**src/rtl/acc_run_ctrl.sv**
```systemverilog
// acc_run_ctrl: run controller for an ap_ctrl_hs accelerator.
//
// It accepts a run command of N invocations and starts the accelerator N times. For each
// invocation it captures the latest scalar result and forwards it on a valid/ready stream.
// When all invocations are done it pulses o_run_done.
//
// Optional feature macro: ACC_RUN_CTRL_TIMEOUT_EN. When it is defined, a watchdog is built.
// If the accelerator stays in WAIT for TIMEOUT cycles without ap_done, the run is aborted
// and the sticky error flag o_err is set. When the macro is undefined, o_err is tied to 0.
//
// Ports:
//   i_clk, i_resetn           clock; asynchronous active-low reset (release synchronised)
//   i_cmd_valid, o_cmd_ready  run request handshake; i_cmd_count = number of invocations
//   o_ap_start, i_ap_ready,   accelerator ap_ctrl_hs bus (i_ap_idle is status only)
//   i_ap_done, i_ap_idle
//   i_data_in, i_vld_in       accelerator scalar output and its valid
//   o_data_out, o_vld_out,    result stream towards the adapter
//   i_rdy_in
//   o_busy                    controller not idle
//   o_run_done                one-cycle pulse at the end of a run
//   o_err                     sticky watchdog timeout flag
module acc_run_ctrl #(
    parameter int unsigned DATA_WIDTH = 32,
    parameter int unsigned CNT_WIDTH  = 16,
    parameter int unsigned TIMEOUT    = 1024
) (
    input  logic                  i_clk,
    input  logic                  i_resetn,
    input  logic                  i_cmd_valid,
    output logic                  o_cmd_ready,
    input  logic [CNT_WIDTH-1:0]  i_cmd_count,
    output logic                  o_ap_start,
    input  logic                  i_ap_ready,
    input  logic                  i_ap_done,
    input  logic                  i_ap_idle,
    input  logic [DATA_WIDTH-1:0] i_data_in,
    input  logic                  i_vld_in,
    output logic [DATA_WIDTH-1:0] o_data_out,
    output logic                  o_vld_out,
    input  logic                  i_rdy_in,
    output logic                  o_busy,
    output logic                  o_run_done,
    output logic                  o_err
);

    typedef enum logic [1:0] {StIdle, StStart, StWait, StOut} state_e;

    // Reset synchroniser: assertion is immediate, release takes two clock edges.
    logic [1:0] r_rst_sync;
    logic       w_rst_n;

    always_ff @(posedge i_clk or negedge i_resetn) begin
        if (!i_resetn) begin
            r_rst_sync <= 2'b00;
        end else begin
            r_rst_sync <= {r_rst_sync[0], 1'b1};
        end
    end

    assign w_rst_n = r_rst_sync[1];

    state_e                r_state;
    logic [CNT_WIDTH-1:0]  r_remaining;
    logic                  r_ever_valid;
    logic [DATA_WIDTH-1:0] r_data_reg;
    logic [DATA_WIDTH-1:0] r_data_out;
    logic                  r_vld_out;
    logic                  r_ap_start;
    logic                  r_run_done;
    logic                  w_step;
    logic                  w_last;
    logic                  w_timeout;
    logic                  w_unused;

`ifdef ACC_RUN_CTRL_TIMEOUT_EN
    localparam int unsigned WdWidth = (TIMEOUT > 1) ? $clog2(TIMEOUT) : 1;

    logic [WdWidth-1:0] r_wd_cnt;
    logic               r_err;

    assign w_timeout = (r_state == StWait) && !i_ap_done &&
                       (r_wd_cnt == WdWidth'(TIMEOUT - 1));
    assign o_err     = r_err;
    assign w_unused  = i_ap_idle;
`else
    assign w_timeout = 1'b0;
    assign o_err     = 1'b0;
    assign w_unused  = i_ap_idle ^ (TIMEOUT == 0);
`endif

    // w_step: the current invocation is finished, either because its output was handed
    // off or because it produced no output. In START with ap_ready, ever_valid counts as
    // already cleared, so only a same-cycle vld_in can give an output.
    always_comb begin
        w_step = 1'b0;
        case (r_state)
            StStart: w_step = i_ap_ready & i_ap_done & ~i_vld_in;
            StWait:  w_step = i_ap_done & ~i_vld_in & ~r_ever_valid;
            StOut:   w_step = i_rdy_in;
            default: w_step = 1'b0;
        endcase
    end

    assign w_last = (r_remaining == CNT_WIDTH'(1));

    always_ff @(posedge i_clk or negedge w_rst_n) begin
        if (!w_rst_n) begin
            r_state      <= StIdle;
            r_remaining  <= '0;
            r_ever_valid <= 1'b0;
            r_data_reg   <= '0;
            r_data_out   <= '0;
            r_vld_out    <= 1'b0;
            r_ap_start   <= 1'b0;
            r_run_done   <= 1'b0;
`ifdef ACC_RUN_CTRL_TIMEOUT_EN
            r_wd_cnt     <= '0;
            r_err        <= 1'b0;
`endif
        end else begin
            r_run_done <= 1'b0;
            case (r_state)
                StIdle: begin
                    if (i_cmd_valid) begin
                        r_remaining <= i_cmd_count;
`ifdef ACC_RUN_CTRL_TIMEOUT_EN
                        r_err       <= 1'b0;
`endif
                        if (i_cmd_count == '0) begin
                            r_run_done <= 1'b1;
                        end else begin
                            r_state    <= StStart;
                            r_ap_start <= 1'b1;
                        end
                    end
                end
                StStart: begin
                    if (i_ap_ready) begin
                        r_ap_start   <= 1'b0;
                        r_ever_valid <= 1'b0;
                        if (i_ap_done) begin
                            if (i_vld_in) begin
                                r_data_out <= i_data_in;
                                r_vld_out  <= 1'b1;
                                r_state    <= StOut;
                            end
                        end else begin
                            r_state <= StWait;
`ifdef ACC_RUN_CTRL_TIMEOUT_EN
                            r_wd_cnt <= '0;
`endif
                        end
                    end
                end
                StWait: begin
                    if (i_ap_done) begin
                        if (i_vld_in) begin
                            r_data_out <= i_data_in;
                            r_vld_out  <= 1'b1;
                            r_state    <= StOut;
                        end else if (r_ever_valid) begin
                            r_data_out <= r_data_reg;
                            r_vld_out  <= 1'b1;
                            r_state    <= StOut;
                        end
                    end else begin
                        if (i_vld_in) begin
                            r_data_reg   <= i_data_in;
                            r_ever_valid <= 1'b1;
                        end
`ifdef ACC_RUN_CTRL_TIMEOUT_EN
                        r_wd_cnt <= r_wd_cnt + WdWidth'(1);
`endif
                    end
                end
                StOut: begin
                    if (i_rdy_in) begin
                        r_vld_out <= 1'b0;
                    end
                end
                default: r_state <= StIdle;
            endcase

            // Remaining is only decremented from a non-zero value, so it cannot wrap.
            if (w_step) begin
                r_remaining <= r_remaining - CNT_WIDTH'(1);
                if (w_last) begin
                    r_state    <= StIdle;
                    r_run_done <= 1'b1;
                end else begin
                    r_state    <= StStart;
                    r_ap_start <= 1'b1;
                end
            end

            // A watchdog abort discards the remaining invocations of the run.
            if (w_timeout) begin
                r_state     <= StIdle;
                r_run_done  <= 1'b1;
                r_remaining <= '0;
`ifdef ACC_RUN_CTRL_TIMEOUT_EN
                r_err       <= 1'b1;
`endif
            end
        end
    end

    // Ready is held low until the internal reset has been released.
    assign o_cmd_ready = (r_state == StIdle) && w_rst_n;
    assign o_busy      = (r_state != StIdle);
    assign o_ap_start  = r_ap_start;
    assign o_vld_out   = r_vld_out;
    assign o_data_out  = r_data_out;
    assign o_run_done  = r_run_done;

endmodule

```
**config.mk**
```make
export PLATFORM = sky130hd
export DESIGN_NAME = acc_run_ctrl
export DESIGN_NICKNAME = d
export VERILOG_FILES = /design/src/rtl/acc_run_ctrl.sv
export SDC_FILE = /design/constraint.sdc
export NUM_CORES = 1
export LEC_CHECK = 0
export CAP_MARGIN = 10
export CORE_AREA = 3 3 97 99
export DETAILED_ROUTE_END_ITERATION = 12
export DIE_AREA = 0 0 100 102
export GPL_TIMING_DRIVEN = 0
export PLACE_DENSITY_LB_ADDON = 0.3
export SYNTH_ARGS = -nofsm -noshare
export SYNTH_HDL_FRONTEND = slang
export SYNTH_SLANG_ARGS = --single-unit
export TNS_END_PERCENT = 10
```
**constraint.sdc**
```tcl
create_clock -name i_clk -period 7.3 [get_ports i_clk]
set_clock_uncertainty 0.15 [all_clocks]
set_input_delay 1.095 -clock i_clk [delete_from_list [all_inputs] [get_ports i_clk]]
set_output_delay 1.095 -clock i_clk [all_outputs]
set_load 0.05 [all_outputs]
```
# Yosys cells after proc, flatten, opt, wreduce, memory -nomap -nowiden

Cells that the tools add are included.

Bits in registers: 88
Bits in latches: 0
Memory bits (writable): 0
Bits in read-only memories: 0
Input bits: 56
Output and inout port bits: 38
Word-level logic and storage cells: 94
Memories kept: 0

$add $sub $neg: 1
$mul: 0
Divide/modulo/power cells: 0
$lt $le $gt $ge: 0
Eq/ne operators: 18
Shift-type cells: 0
Muxes and demuxes: 44
Bitwise operators: 7
Reductions and logical operators: 15

Operators with widths:

| operator                                              | count |
|---|---|
| 2-to-1 mux 32 bit                                     | 6 |
| one-hot mux 32 bit (2 select lines)                   | 1 |
| 2-to-1 mux 16 bit                                     | 3 |
| 2-to-1 mux 1 bit                                      | 20 |
| 2-to-1 mux 2 bit                                      | 9 |
| equality test 16 x 1 -> 1 bit (second input constant) | 1 |
| zero test 16 bit                                      | 1 |
| subtractor 16 x 1 -> 16 bit (second input constant)   | 1 |
| inequality test 3 bit (second input constant)         | 5 |
| inequality test 2 bit (second input constant)         | 7 |
| AND reduction 7 bit                                   | 2 |
| inequality test 4 bit (second input constant)         | 2 |
| nonzero test 2 bit                                    | 4 |
| one-hot mux 1 bit (3 select lines)                    | 2 |
| one-hot mux 2 bit (3 select lines)                    | 1 |
| AND reduction 6 bit                                   | 1 |
| bitwise AND 1 bit                                     | 4 |
| equality test 2 bit (second input constant)           | 2 |
| one-hot mux 1 bit (2 select lines)                    | 2 |
| AND reduction 4 bit                                   | 1 |
| nonzero test 4 bit                                    | 1 |
| NOT 1 bit                                             | 3 |
| AND reduction 3 bit                                   | 1 |
| nonzero test 3 bit                                    | 1 |
| 4 further kinds                                       | 4 |

# Depth between registers and ports, before layout

Gate-level depths: netlist of run 1.

Depth after elaboration: 6
Mapped depth: 9
Mapped depth without buffers: 7

# Worst setup path before layout of run 1

OpenSTA, ideal clock, no wires.

Path kind: reg2out
Start point: reg r_rst_sync[1]
End point: out o_cmd_ready
Data arrival time: 2791 ps
Required time: 6055 ps
Slack: 3264 ps
Stages on the path, launching flop included: 2
Buffers on the path: 0
Cell sequence: dfrtp_1 > and2_1

Longest elaborated chain between the ends: 1

Ends and longest elaborated chain:

| item                   | RTL line | text |
|---|---|---|
| from (decl)            | 49       | `logic [1:0] r_rst_sync;` |
| from (signal assigned) | 56       | `r_rst_sync <= {r_rst_sync[0], 1'b1};` |
| logical AND 1 bit      | 209      | `assign o_cmd_ready = (r_state == StIdle) && w_rst_n;` |
| to (decl)              | 30       | `output logic o_cmd_ready,` |

Every way passes these cells.

# Final worst setup path of run 1

Start point: reg r_state[1]
End point: out o_cmd_ready

Longest elaborated chain between the ends: 2

Ends and longest elaborated chain:

| item                   | RTL line | text |
|---|---|---|
| from (decl)            | 62       | `state_e r_state;` |
| from (signal assigned) | 108      | `r_state <= StIdle;` |
| from (signal assigned) | 132      | `r_state <= StStart;` |
| from (signal assigned) | 145      | `r_state <= StOut;` |
| zero test 2 bit        | 209      |  |
| logical AND 1 bit      | 209      |  |

Every way passes these cells.

==> results of run 1 <==
cell usage in the layout, fill, tap and decap left out, drive strengths merged, types with 3 or more instances in the layout:
cell / synthesis / layout
a21oi: 12 / 12
and2: 5 / 5
buf: 8 / 9
bufinv: 0 / 3
clkbuf: 12 / 22
clkdlybuf4s50: 0 / 90
dfrtp: 88 / 88
ha: 6 / 6
inv: 10 / 11
mux2: 96 / 96
nand2: 14 / 14
nand2b: 5 / 5
nand3: 7 / 7
nand4: 5 / 5
nor2: 14 / 14
nor3: 4 / 4
nor4: 6 / 6
o211ai: 5 / 5
o21ai: 14 / 14
o311ai: 3 / 3
or3: 5 / 5
through the flow:
stage                     util (%)  hold WS (ns)  setup slack, ns  std cells
after detailed placement      62.4         0.102             3.68        555
after CTS                     65.1         0.107             3.76        570
after floorplan                  -         0.181             3.26        356
after global routing          65.1         0.119             3.63        570
final                         65.1        0.0911             3.78        570
after global placement        62.0         0.185             2.04        554
logic make-up after synthesis:
| group | share of synthesized area, % |
|---|---|
| muxes | 25.0 |
| AOI/OAI and AO/OA | 9.42 |
| DFF | 51.0 |
| other | 0.174 |
| and+or+nand+nor | 9.85 |
| buffers and inverters | 2.81 |
| adders and majority gates | 1.74 |
report_power, final:
group / switching, uW / internal [uW]
sequential: 145 / 726
clock: 170 / 226
combinational: 713 / 555
area by class of cell:
| cell class | count | area (sq um) | share of cell area [%] |
|---|---|---|---|
| well taps | 108 | 135 | 2.41 |
| flip-flops and latches | 88 | 2210 | 39.3 |
| clock inverters | 5 | 104 | 1.85 |
| clock buffers | 10 | 128 | 2.27 |
| plain buffers | 20 | 83.8 | 1.49 |
| inverters | 10 | 37.5 | 0.668 |
| repair buffers | 91 | 928 | 16.5 |
| multi-input cells | 238 | 2000 | 35.5 |
per-layer routing:
metal / vias to the layer above / GRT usage, % / share of wire (%)
li1: 1512 / - / -
met1: 1560 / 24.5 / 44
met2: 84 / 32.8 / 50
met3: 9 / 4.23 / 4.7
met4: 0 / 5.49 / 0.92
met5: - / 0 / 0
path summary, 6_finish.rpt:
path | start | endpoint | slack (ns) | cells past startpoint
max in group asynchronous | i_resetn | r_rst_sync[1] | 6.09 | 1
min in group i_clk | r_rst_sync[0] | r_rst_sync[1] | 0.24 | 0
worst max-delay path | r_state[1] | o_cmd_ready | 3.78 | 5
worst max register to register | r_state[1] | o_data_out[17] | 4.57 | 9
worst min-delay path | r_rst_sync[1] | o_run_done | 0.09 | 0
worst min register to register | r_rst_sync[1] | o_run_done | 0.09 | 0
worst max-delay path, stage by stage, from the launching register on:
cell and delay, ns:
dfrtp_1 0.41, inv_1 0.10, ha_1 0.14, clkbuf_1 0.30, and2_1 0.18, clkdlybuf4s50_1 0.80
==> run metrics, run 1 <==
core area 8640 sq um; period utilization 48.2%; Die Width 100 um; mapped cell area 4320 sq um; Worst Hold Class reg2async; Pwr Total 2530 uW; Mapped Avg Cell Area 12.1 sq um; CTS tree yes; Setup Total Neg Slack 0 ns; Max-Cap Viols 0; first-pass GRT wire length 15.5 mm; TritonRoute pass-1 iters 4; DRT iter0 DRCs 89; area added between synthesis and finish 30.1%; top cells by count, synth mux2_2 (91), dfrtp_1 (88), nand2_1 (14), nor2_1 (14), o21ai_0 (13); Clk pin slew, worst setup/hold paths 0.09 ns; clk root buf clkbuf_8; final setup violating endpoints 0; Post-CTS Resized 0; # diodes 0; Final nets 520; Crit Path Max Fanout 9; dpl hpwl 6.87 mm; Max Freq 0.284 GHz; Die Y 102 um; CTS Sinks 88; status complete, no violations; share of cells above drive strength 1 26.2%; critical path class reg2out; vias in the first global route 3244; Setup Fix Bufs, Post-CTS 0; post-synth cell types 56; final instance area 5620 sq um; Worst Max-Slew Pin Slew 0.661 ns; initial antenna violation count 0; element type at the critical path end output port; WL/cell 16.8 um; Async SR Flop Fraction 100%; total leakage power 0.00231 uW; Slew headroom 55.5%; cell row count 34; I/O pin cnt 94; Yosys top cell area share 51.0%; area leader, netlist dfrtp_1; fin. max-slew vios 0; largest cells by area after synthesis dfrtp_1 (51%), mux2_2 (24%), ha_1 (1.7%); TritonCTS Buffers 9; detailed-route DRC error count 0; syn_nets 418; Peak supply drop 0.234 mV; ANT nets after route 0; hold buffers post-CTS 0; Synth warnings 0; DR vias/cell 5.55; top_reg_cell synth dfrtp_1; sequential area share after synthesis 51.0%; top-count cell post-synth mux2_2; minimum clock period 3.52 ns; PD cells 451 nW/um^2; routability cong. 0.868; DIE AREA 10200 sq um; Tot GR Track Use 19.1%; Longest Clk Path Bufs 2; Post-synth EDFFs 0; worst path required time 6.05 ns; Gate Count Post-Synth 356; Fin. Hold Viols 0; Setup crit start kind flip-flop; Post-Place Cell Area 5390 sq um; Clk Latency, worst-skew pair 0.35 ns; RSZ-0062 raised after global routing false; grt ovf 0; flop and latch count out of synthesis 88; CP Data Arrival Time 2.28 ns; via count 3165; largest net degree at the start of global routing 64; Total Routed Length 9.58 mm; H-tree Lvls 3; PortBufs 90; Initial Utilization 50.0%; # fillers 697
Power figures use the tool's default switching activity.
==> run 2, diff against run 1 <==
- clock period: 7.3 -> 3.6 ns (I/O delays scaled with it)
==> results of run 2 <==
The final DEF is identical to that of run 1. Status: complete, no violations.
Among the figures that moved: setup slack after placement 3.68 ns -> 0.534 ns; setup slack after layout 3.78 ns -> 0.634 ns; register-to-register setup slack 4.57 ns -> 0.87 ns; total power 2530 uW -> 5140 uW; worst IR drop on VDD 0.234 mV -> 0.475 mV
==> run 3, diff against run 2 <==
- CORE_AREA: 3 3 97 99 -> 3 3 101 103
- DIE_AREA: 0 0 100 102 -> 0 0 104 106
- clock period: 3.6 -> 2.55 ns (I/O delays scaled with it)
==> run metrics, run 3 (same netlist as run 1, synthesis figures left out) <==
status finished, violations left; failing checks setup timing; internal power 4190 uW; Final nets 519; Max-Cap Viols 0; Setup Total Neg Slack -0.00868 ns; Tot GR Track Use 16.9%; dpl hpwl 6.78 mm; WL/cell 15.7 um; first-pass GRT wire length 15.2 mm; period utilization 100%; grt ovf 0; fin. max-slew vios 0; Worst Hold Class reg2async; RSZ-0062 raised after global routing true; sw frac 41.6%; initial antenna violation count 0; Initial Utilization 46.5%; R2R cell count 7; Crit Path Max Fanout 9; Seq pwr share 34.6%; Setup crit start kind flip-flop; final instance area 5670 sq um; CTS Sinks 88; TritonCTS Buffers 9; element type at the critical path end output port; Die Width 104 um; Final Core Density 61.0%; H-tree Lvls 3; hold_ws 0.107 ns; cell row count 35; # fillers 781; commonest non-fill, non-tap cell in the layout mux2_2; share of cells above drive strength 1 29.0%; Gate power share 51.3%; global routing usage on met1 22.1%; clk root buf clkbuf_8; core area 9280 sq um; routability cong. 0.855; Longest Clk Path Bufs 2; vias in the first global route 3071; worst path required time 2.02 ns; CTS tree yes; PD cells 1260 nW/um^2; Total Routed Length 9.25 mm; Peak supply drop 0.632 mV; DR vias/cell 5.35; total leakage power 0.00232 uW; setup ws final -0.00868 ns; TritonRoute pass-1 iters 4; # diodes 0; ANT nets after route 0; I/O pin cnt 94; minimum clock period 2.56 ns; PortBufs 90; DRT iter0 DRCs 124; worst r2r src r_state[0]; DIE AREA 11000 sq um; largest net degree at the start of global routing 64; critical path class reg2out; GR Util met3 3.40%; area added between synthesis and finish 31.2%; Pwr Total 7170 uW; clock network power share 14.1%; detailed-route DRC error count 0; Post-Place Cell Area 5410 sq um; Clk Latency, worst-skew pair 0.35 ns; Max Freq 0.391 GHz; Clk pin slew, worst setup/hold paths 0.10 ns; CP Data Arrival Time 2.03 ns; busiest grt layer met2; CP startpoint r_state[0]; via count 3163; Worst Max-Slew Pin Slew 0.604 ns; NetSw 2980 uW; most frequent cells in the layout mux2_2 (91), clkdlybuf4s50_1 (88), dfrtp_1 (87); Fin. Hold Viols 0; Die Y 106 um; Slew headroom 59.7%; GR Util met2 28.0%; final setup violating endpoints 1
run 3: metrics by stage:
step,instances,worst slack (ns)
after floorplan,356,0.117
after global placement,575,-0.772
after detailed placement,576,-0.350
after CTS,591,-0.105
after global routing,591,-0.175
final,591,-0.00868
run 3: cell type report:
cell class,count,area (sq um),area share (%)
clock buffers,9,124,2.19
clock inverters,7,83.8,1.48
well taps,129,161,2.85
inverters,10,37.5,0.662
plain buffers,18,93.8,1.66
flip-flops and latches,88,2210,38.9
multi-input cells,238,2030,35.8
repair buffers,92,932,16.4
run 3: power groups by stage:
stage               combinational [uW]  clock, uW  sequential [uW]
floorplan                         1630          0             3400
global placement                  3540          0             2490
detailed placement                3650          0             2510
CTS                               3680       1050             2480
global route                      3920       1100             2570
finish                            3680       1010             2480
run 3: worst paths after layout:
path / slack [ns] / to
min reg2reg: 0.11 / r_remaining[8]
max: -0.009 / o_busy
max in group asynchronous: 1.53 / o_data_out[30]
max reg2reg: 0.09 / o_data_out[18]
min: 0.11 / r_remaining[8]
min in group i_clk: 0.21 / r_rst_sync[1]
run 3: critical path, cell delays in order (launching register included):
cell	delay, ns
dfrtp_1	0.41
inv_1	0.08
ha_1	0.19
clkbuf_1	0.18
inv_1	0.24
dlygate4sd2_1	0.56
run 3: timing repair:
| action | 4_1_cts | 5_1_grt |
|---|---|---|
| gates resized for setup | 11 | 11 |
| cloned | 0 | 0 |
| setup buffers | 0 | 0 |
| hold buffers | 0 | 1 |
| hold endpoints to repair | 0 | 2 |
| endpoints found under the setup margin | 39 | 44 |
run 3: metal layers:
| metal | up-vias | share of wire, % |
|---|---|---|
| met5 | - | 0 |
| met4 | 0 | 1.4 |
| met3 | 11 | 4.8 |
| met2 | 89 | 49 |
| met1 | 1555 | 45 |
| li1 | 1508 | - |
